`src/rtl/riscv_muldiv_pkg.sv`:
```
// Shared definitions for the iterative RV32M multiply and divide units.
package riscv_muldiv_pkg;

    localparam int unsigned OPERAND_SIZE = 32;

    // funct3[1:0] of the multiply group
    localparam logic [1:0] MUL_OP_MUL    = 2'b00;
    localparam logic [1:0] MUL_OP_MULH   = 2'b01;
    localparam logic [1:0] MUL_OP_MULHSU = 2'b10;
    localparam logic [1:0] MUL_OP_MULHU  = 2'b11;

    typedef enum logic [1:0] {
        MUL_IDLE,
        MUL_CALC,
        MUL_FIX,
        MUL_DONE
    } mul_state_t;

    // rs1 is signed for MULH and MULHSU
    function automatic logic rs1_is_signed(input logic [1:0] op);
        return (op == MUL_OP_MULH) || (op == MUL_OP_MULHSU);
    endfunction

    // rs2 is signed for MULH only
    function automatic logic rs2_is_signed(input logic [1:0] op);
        return (op == MUL_OP_MULH);
    endfunction

endpackage

```
`src/rtl/int_mul_32_cond_negate.sv`:
```
// Two's-complement negator: passes the input through unless enabled.
module cond_negate
    import riscv_muldiv_pkg::*;
#(
    parameter int unsigned WIDTH = OPERAND_SIZE
) (
    input  logic             en,
    input  logic [WIDTH-1:0] din,
    output logic [WIDTH-1:0] dout
);

    // negate (invert plus one, wrapping) when enabled
    always_comb begin
        dout = en ? (~din + WIDTH'(1)) : din;
    end

endmodule

```
`src/rtl/int_mul_32.sv`:
```
// Iterative radix-2 shift-add multiplier for MUL/MULH/MULHSU/MULHU.
// Works on operand magnitudes and fixes the sign after N steps.
// All state updates on the falling clock edge, matching the divider.
module int_mul_32
    import riscv_muldiv_pkg::*;
(
    input  logic                    clk_i,
    input  logic                    rst_i,
    input  logic                    start_i,
    input  logic [1:0]              op_i,
    input  logic [OPERAND_SIZE-1:0] multiplicand_i,
    input  logic [OPERAND_SIZE-1:0] multiplier_i,
    output logic                    busy_o,
    output logic                    done_o,
    output logic [OPERAND_SIZE-1:0] result_o
);

    localparam int unsigned N     = OPERAND_SIZE;
    localparam int unsigned CNT_W = $clog2(N);
    localparam logic [CNT_W-1:0] CNT_LAST = CNT_W'(N - 1);

    mul_state_t       state_q;
    mul_state_t       state_d;
    logic [1:0]       op_q;
    logic [N-1:0]     mcand_q;
    logic [2*N-1:0]   prod_q;
    logic             neg_q;
    logic [CNT_W-1:0] cnt_q;

    logic             rs1_neg;
    logic             rs2_neg;
    logic [N-1:0]     rs1_abs;
    logic [N-1:0]     rs2_abs;
    logic [N:0]       upper;
    logic [2*N-1:0]   prod_step;
    logic [2*N-1:0]   prod_fix;

    assign rs1_neg = rs1_is_signed(op_i) & multiplicand_i[N-1];
    assign rs2_neg = rs2_is_signed(op_i) & multiplier_i[N-1];

    // magnitude of rs1; 2^(N-1) fits in the unsigned register
    cond_negate #(.WIDTH(N)) u_abs_rs1 (
        .en   (rs1_neg),
        .din  (multiplicand_i),
        .dout (rs1_abs)
    );

    cond_negate #(.WIDTH(N)) u_abs_rs2 (
        .en   (rs2_neg),
        .din  (multiplier_i),
        .dout (rs2_abs)
    );

    // final sign correction of the full product
    cond_negate #(.WIDTH(2 * N)) u_fix (
        .en   (neg_q),
        .din  (prod_q),
        .dout (prod_fix)
    );

    // one shift-add step: add multiplicand to the upper half, keep the carry
    always_comb begin
        upper     = {1'b0, prod_q[2*N-1:N]} + {1'b0, mcand_q & {N{prod_q[0]}}};
        prod_step = {upper, prod_q[N-1:1]};
    end

    // state register
    always_ff @(negedge clk_i) begin
        if (rst_i) begin
            state_q <= MUL_IDLE;
        end else begin
            state_q <= state_d;
        end
    end

    // next-state logic
    always_comb begin
        state_d = state_q;
        case (state_q)
            MUL_IDLE: if (start_i) state_d = MUL_CALC;
            MUL_CALC: if (cnt_q == CNT_LAST) state_d = MUL_FIX;
            MUL_FIX:  state_d = MUL_DONE;
            MUL_DONE: state_d = MUL_IDLE;
            default:  state_d = MUL_IDLE;
        endcase
    end

    // status outputs
    always_comb begin
        busy_o = (state_q != MUL_IDLE);
        done_o = (state_q == MUL_DONE);
    end

    // datapath; the result is taken from the sign-fixed product so it is
    // already registered when DONE is entered
    always_ff @(negedge clk_i) begin
        if (rst_i) begin
            op_q     <= MUL_OP_MUL;
            mcand_q  <= '0;
            prod_q   <= '0;
            neg_q    <= 1'b0;
            cnt_q    <= '0;
            result_o <= '0;
        end else begin
            case (state_q)
                MUL_IDLE: begin
                    if (start_i) begin
                        op_q    <= op_i;
                        mcand_q <= rs1_abs;
                        prod_q  <= {{N{1'b0}}, rs2_abs};
                        neg_q   <= rs1_neg ^ rs2_neg;
                        cnt_q   <= '0;
                    end
                end
                MUL_CALC: begin
                    prod_q <= prod_step;
                    cnt_q  <= cnt_q + CNT_W'(1);
                end
                MUL_FIX: begin
                    prod_q   <= prod_fix;
                    result_o <= (op_q == MUL_OP_MUL) ? prod_fix[N-1:0]
                                                     : prod_fix[2*N-1:N];
                end
                default: ;
            endcase
        end
    end

endmodule

```
`config.mk`:
```
export PLATFORM = sky130hd
export DESIGN_NAME = int_mul_32
export DESIGN_NICKNAME = d
export VERILOG_FILES = /design/src/rtl/riscv_muldiv_pkg.sv /design/src/rtl/int_mul_32_cond_negate.sv /design/src/rtl/int_mul_32.sv
export SDC_FILE = /design/constraint.sdc
export NUM_CORES = 1
export LEC_CHECK = 0
export BUFFER_PORTS_ARGS = -buffer_cell sky130_fd_sc_hd__buf_4
export CORE_ASPECT_RATIO = 1.25
export CORE_MARGIN = 2
export CORE_UTILIZATION = 37
export DETAILED_ROUTE_END_ITERATION = 10
export PLACE_DENSITY = 0.57
export SYNTH_ARGS = -nofsm -noshare
export SYNTH_HDL_FRONTEND = slang
export SYNTH_SLANG_ARGS = --single-unit
```
`constraint.sdc`:
```
create_clock -name clk_i -period 5.4 [get_ports clk_i]
set_input_delay 0.81 -clock clk_i [delete_from_list [all_inputs] [get_ports clk_i]]
set_output_delay 0.81 -clock clk_i [all_outputs]
set_load 0.01 [all_outputs]
```
# Yosys cells after proc, flatten, opt, wreduce, memory -nomap -nowiden
# Cells that the tools add are included.
[word_totals]
inputBits = 69
ff_bits = 138
[op_classes]
addsub = 5
eq_ne = 8
reduce_logical = 10
muxes = 11
bitwise = 7
[ops]
columns = ["operator", "n"]
rows = [
  ["64-bit case mux with 3 select lines", 1],
  ["64-bit two-way mux", 2],
  ["32-bit two-way mux", 3],
  ["32-bit by 1-bit adder with 32-bit output, second input constant", 2],
  ["64-bit by 1-bit adder with 64-bit output, second input constant", 1],
  ["32-bit NOT", 2],
  ["64-bit NOT", 1],
  ["32-bit by 32-bit adder with 33-bit output", 1],
  ["32-bit bitwise AND", 1],
  ["5-bit case mux with 2 select lines", 1],
  ["2-bit case mux with 4 select lines", 1],
  ["2-bit AND reduction", 4],
  ["2-bit == test, second input constant", 3],
  ["5-bit by 1-bit adder with 5-bit output, second input constant", 1],
  ["5-bit == test, second input constant", 1],
  ["5-bit two-way mux", 1],
  ["2-bit by 1-bit == test with 1-bit output, second input constant", 2],
  ["2-bit zero test", 2],
  ["2-bit two-way mux", 2],
  ["2-bit inequality test, second input constant", 2],
  ["2-bit nonzero test", 2],
  ["3-bit nonzero test", 1],
  ["1-bit bitwise AND", 2],
  ["1-bit logical OR", 1],
  ["1-bit bitwise XOR", 1],
]

# Logic depth before layout (Yosys ltp)
[depth]
ltp_word = 5
ltp_mapped = 16
ltp_nobuf = 12

# Modules after synthesis
# A second synthesis with hierarchy kept.
[unflattened]
hier_cells = 1466
hier_area_um2 = 11303.3
[by_module_without_submodules]
columns = ["mod", "instances", "cells_per_inst", "seq_area_each_um2", "area_per_inst_um2"]
rows = [
  ["int_mul_32", 1, 1062, 2762.6, 8100.3],
  ["cond_negate (u_fix)", 1, 206, 0.0, 1649.1],
  ["cond_negate (u_abs_rs1 ...)", 2, 99, 0.0, 777.0],
]

==> impl_metrics.tcl <==
set metrics [dict create \
    yosysTopAreaCell "dfxtp_1" \
    cap_viol_max_count 0 \
    cts_tree "done" \
    dieArea_mm2 0.0298 \
    routedWlPerCell_um 17.9 \
    coreArea_mm2 0.0277 \
    synth_area_mm2 0.0105 \
    globalRouteOverflowTotal 0 \
    slew_headroom 0.338 \
    wl_mm 35.6 \
    initial_core_util 0.379 \
    seq_area_mm2 0.00276 \
    yosys_register_bits 138 \
    antenna_found_initial 0 \
    firstDrtPassIters 5 \
    clk_pin_slew_ns 0.03 \
    n_antenna_cell 0 \
    rsz0062_at_grt "false" \
    leakage_nw 5.86 \
    drive_gt1_frac 0.163 \
    hpwl_mm 26.6 \
    clk_latency_ns 0.47 \
    grt_max_degree 64 \
    synth_top_area_share 0.263 \
    core.rowCount 68 \
    synthToLayoutAreaGrowth_pct 26.6 \
    start_kind "input pin" \
    hold_buffers 0 \
    place_congestion 0.883 \
    io_pins 103 \
    synth_flop_cell "dfxtp_1" \
    dr.first_iter.drc_count 859 \
    syn_inst 1385 \
    synth-edff-count 0 \
    arrival_ns 2.92 \
    dieHeight_um 192 \
    peakVddDrop_mv 0.241 \
    syn_nets 1499 \
    routed_via_density 5.67 \
    crit_path_end_kind "register" \
    dpl_worst_slack_ns -0.379 \
    instances_no_fill 1993 \
    yosys_warnings 0 \
    fin_worst_skew_ns 0.0224 \
    multi_input_area_mm2 0.00746 \
    syn_avg_cell_area_um2 7.58 \
    vias 11300 \
    fin_nets 1744 \
    grt_pass1_wl_mm 57.0 \
    cts_made_buffers 17 \
    critPathKind "in2reg" \
    netlist_top_cells_count "nand2_1 (159), dfxtp_1 (138), nor2_1 (105), o21ai_0 (101), a21oi_1 (91)" \
    setup_viol 0 \
    worstPathRequired_ns 3.03 \
    hp-class "reg2reg" \
    drv_slew 0 \
    yosys-top-cells-area "dfxtp_1 (26%), xor2_1 (5.9%), nand2_1 (5.7%)" \
    grt_pass1_vias 11300 \
    cts-root-buf "clkbuf_16" \
    cts_sinks 138 \
    ys_types 76 \
    setup_slack_ns 0.111 \
    postSynth.asyncResetShare 0 \
    htreeDepth 4 \
    power_density_mw_per_mm2 445 \
    outcome "finished, final reports clean" \
    synth.most_common_cell "nand2_1" \
    hold_ws_ns 0.439 \
    fp.dieW_um 155 \
    drc 0 \
    fill_cells 2876 \
    dp_cells 1822 \
    worst_slew_pin_slew_ns 0.986 \
    finalHoldViolations 0 \
    cts.path.max_buffers 2 \
    portBuffers 102 \
    ant_nets 0 \
    ys_seq_area_frac 0.263 \
    grt.total_usage 0.240 \
    cp_max_fo 5 \
]
layer usage:
| metal | GRT usage | vias up | share of wire |
|---|---|---|---|
| met5 | 0 | - | 0 |
| met4 | 0.157 | 0 | 0.047 |
| met3 | 0.0512 | 82 | 0.052 |
| met2 | 0.398 | 373 | 0.47 |
| met1 | 0.280 | 5243 | 0.43 |
| li1 | - | 5607 | - |
path summary, 6_finish.rpt:
| path | start | endpoint | slack, ns | cells past startpoint |
|---|---|---|---|---|
| hold reg to reg | result_o[7]$_SDFFE_NP0P_ | result_o[7]$_SDFFE_NP0P_ | 0.44 | 2 |
| setup / recovery | multiplier_i[13] | prod_q[29]$_SDFFE_NP0P_ | 0.11 | 9 |
| hold / removal | result_o[7]$_SDFFE_NP0P_ | result_o[7]$_SDFFE_NP0P_ | 0.44 | 2 |
| setup reg to reg | prod_q[0]$_SDFFE_NP0P_ | result_o[3]$_SDFFE_NP0P_ | 1.39 | 8 |
worst max-delay path, stage by stage:
cell and delay (ns):
buf_4 0.12, or4_4 0.54, or3_4 0.37, or3_4 0.44, nor2b_4 0.20, a21oi_2 0.08
xor2_1 0.15, o221ai_1 0.16, a21oi_1 0.05
report_power, final:
group	internal, mW	switching, mW	leakage [nW]
clock network	0.875	0.777	1.04
registers	1.27	0.287	1.13
logic	1.02	1.68	3.69
registers in the layout (all words and copies together), names as in the netlist:
name / cells
result_o: 32
op_q: 2
prod_q: 64
state_q: 2
mcand_q: 32
cnt_q: 5
neg_q: 1
metrics by stage:
step                      utilization  total power [mW]  instance area, um2  setup TNS [ns]
after floorplan                     -              3.43               10700          -0.349
after global placement          0.438              4.37               12100           -5.92
after detailed placement        0.438              4.40               12100           -6.75
after CTS                       0.478              5.96               13300               0
after global routing            0.479              6.38               13300               0
final                           0.479              5.92               13300               0
cell families after synthesis:
family | Yosys count | share of synthesized area
muxes | 6 | 0.00572
xor gates and xnor gates | 139 | 0.116
and+or+nand+nor | 486 | 0.227
AOI/OAI and AO/OA | 453 | 0.290
DFF | 138 | 0.263
adders and majority gates | 45 | 0.0543
buffers and inverters | 118 | 0.0439
what timing repair did:
item                                    CTS  global route
resized for setup                         0             3
endpoints found under the setup margin    0             4
setup buffers                             0             2
area by class of cell:
type	count	area share
Timing Repair Buffer	182	0.107
Sequential cell	138	0.208
Clock inverter	153	0.0529
Clock buffer	17	0.0320
Inverter	24	0.00677
Tap cell	350	0.0329
Multi-Input combinational cell	1129	0.561
layout by cell type, fill, tap and decap left out, types with 10 or more instances in the layout:
cell,n
buf_4,178
inv_1,162
nand2_1,156
dfxtp_1,137
nor2_1,102
o21ai_0,99
a21oi_1,90
xor2_1,71
xnor2_1,68
nor3_1,44
ha_1,44
a211oi_1,40
and2_1,36
o31ai_1,27
a21o_1,26
nand3_1,23
or3_1,21
o22ai_1,20
a221oi_1,18
clkbuf_16,17
nand2b_1,13
o41ai_1,12
o21a_1,12
a31oi_1,12
or4_1,11
o221ai_1,11
a22o_1,10
a311oi_1,10
Power figures use the tool's default switching activity.
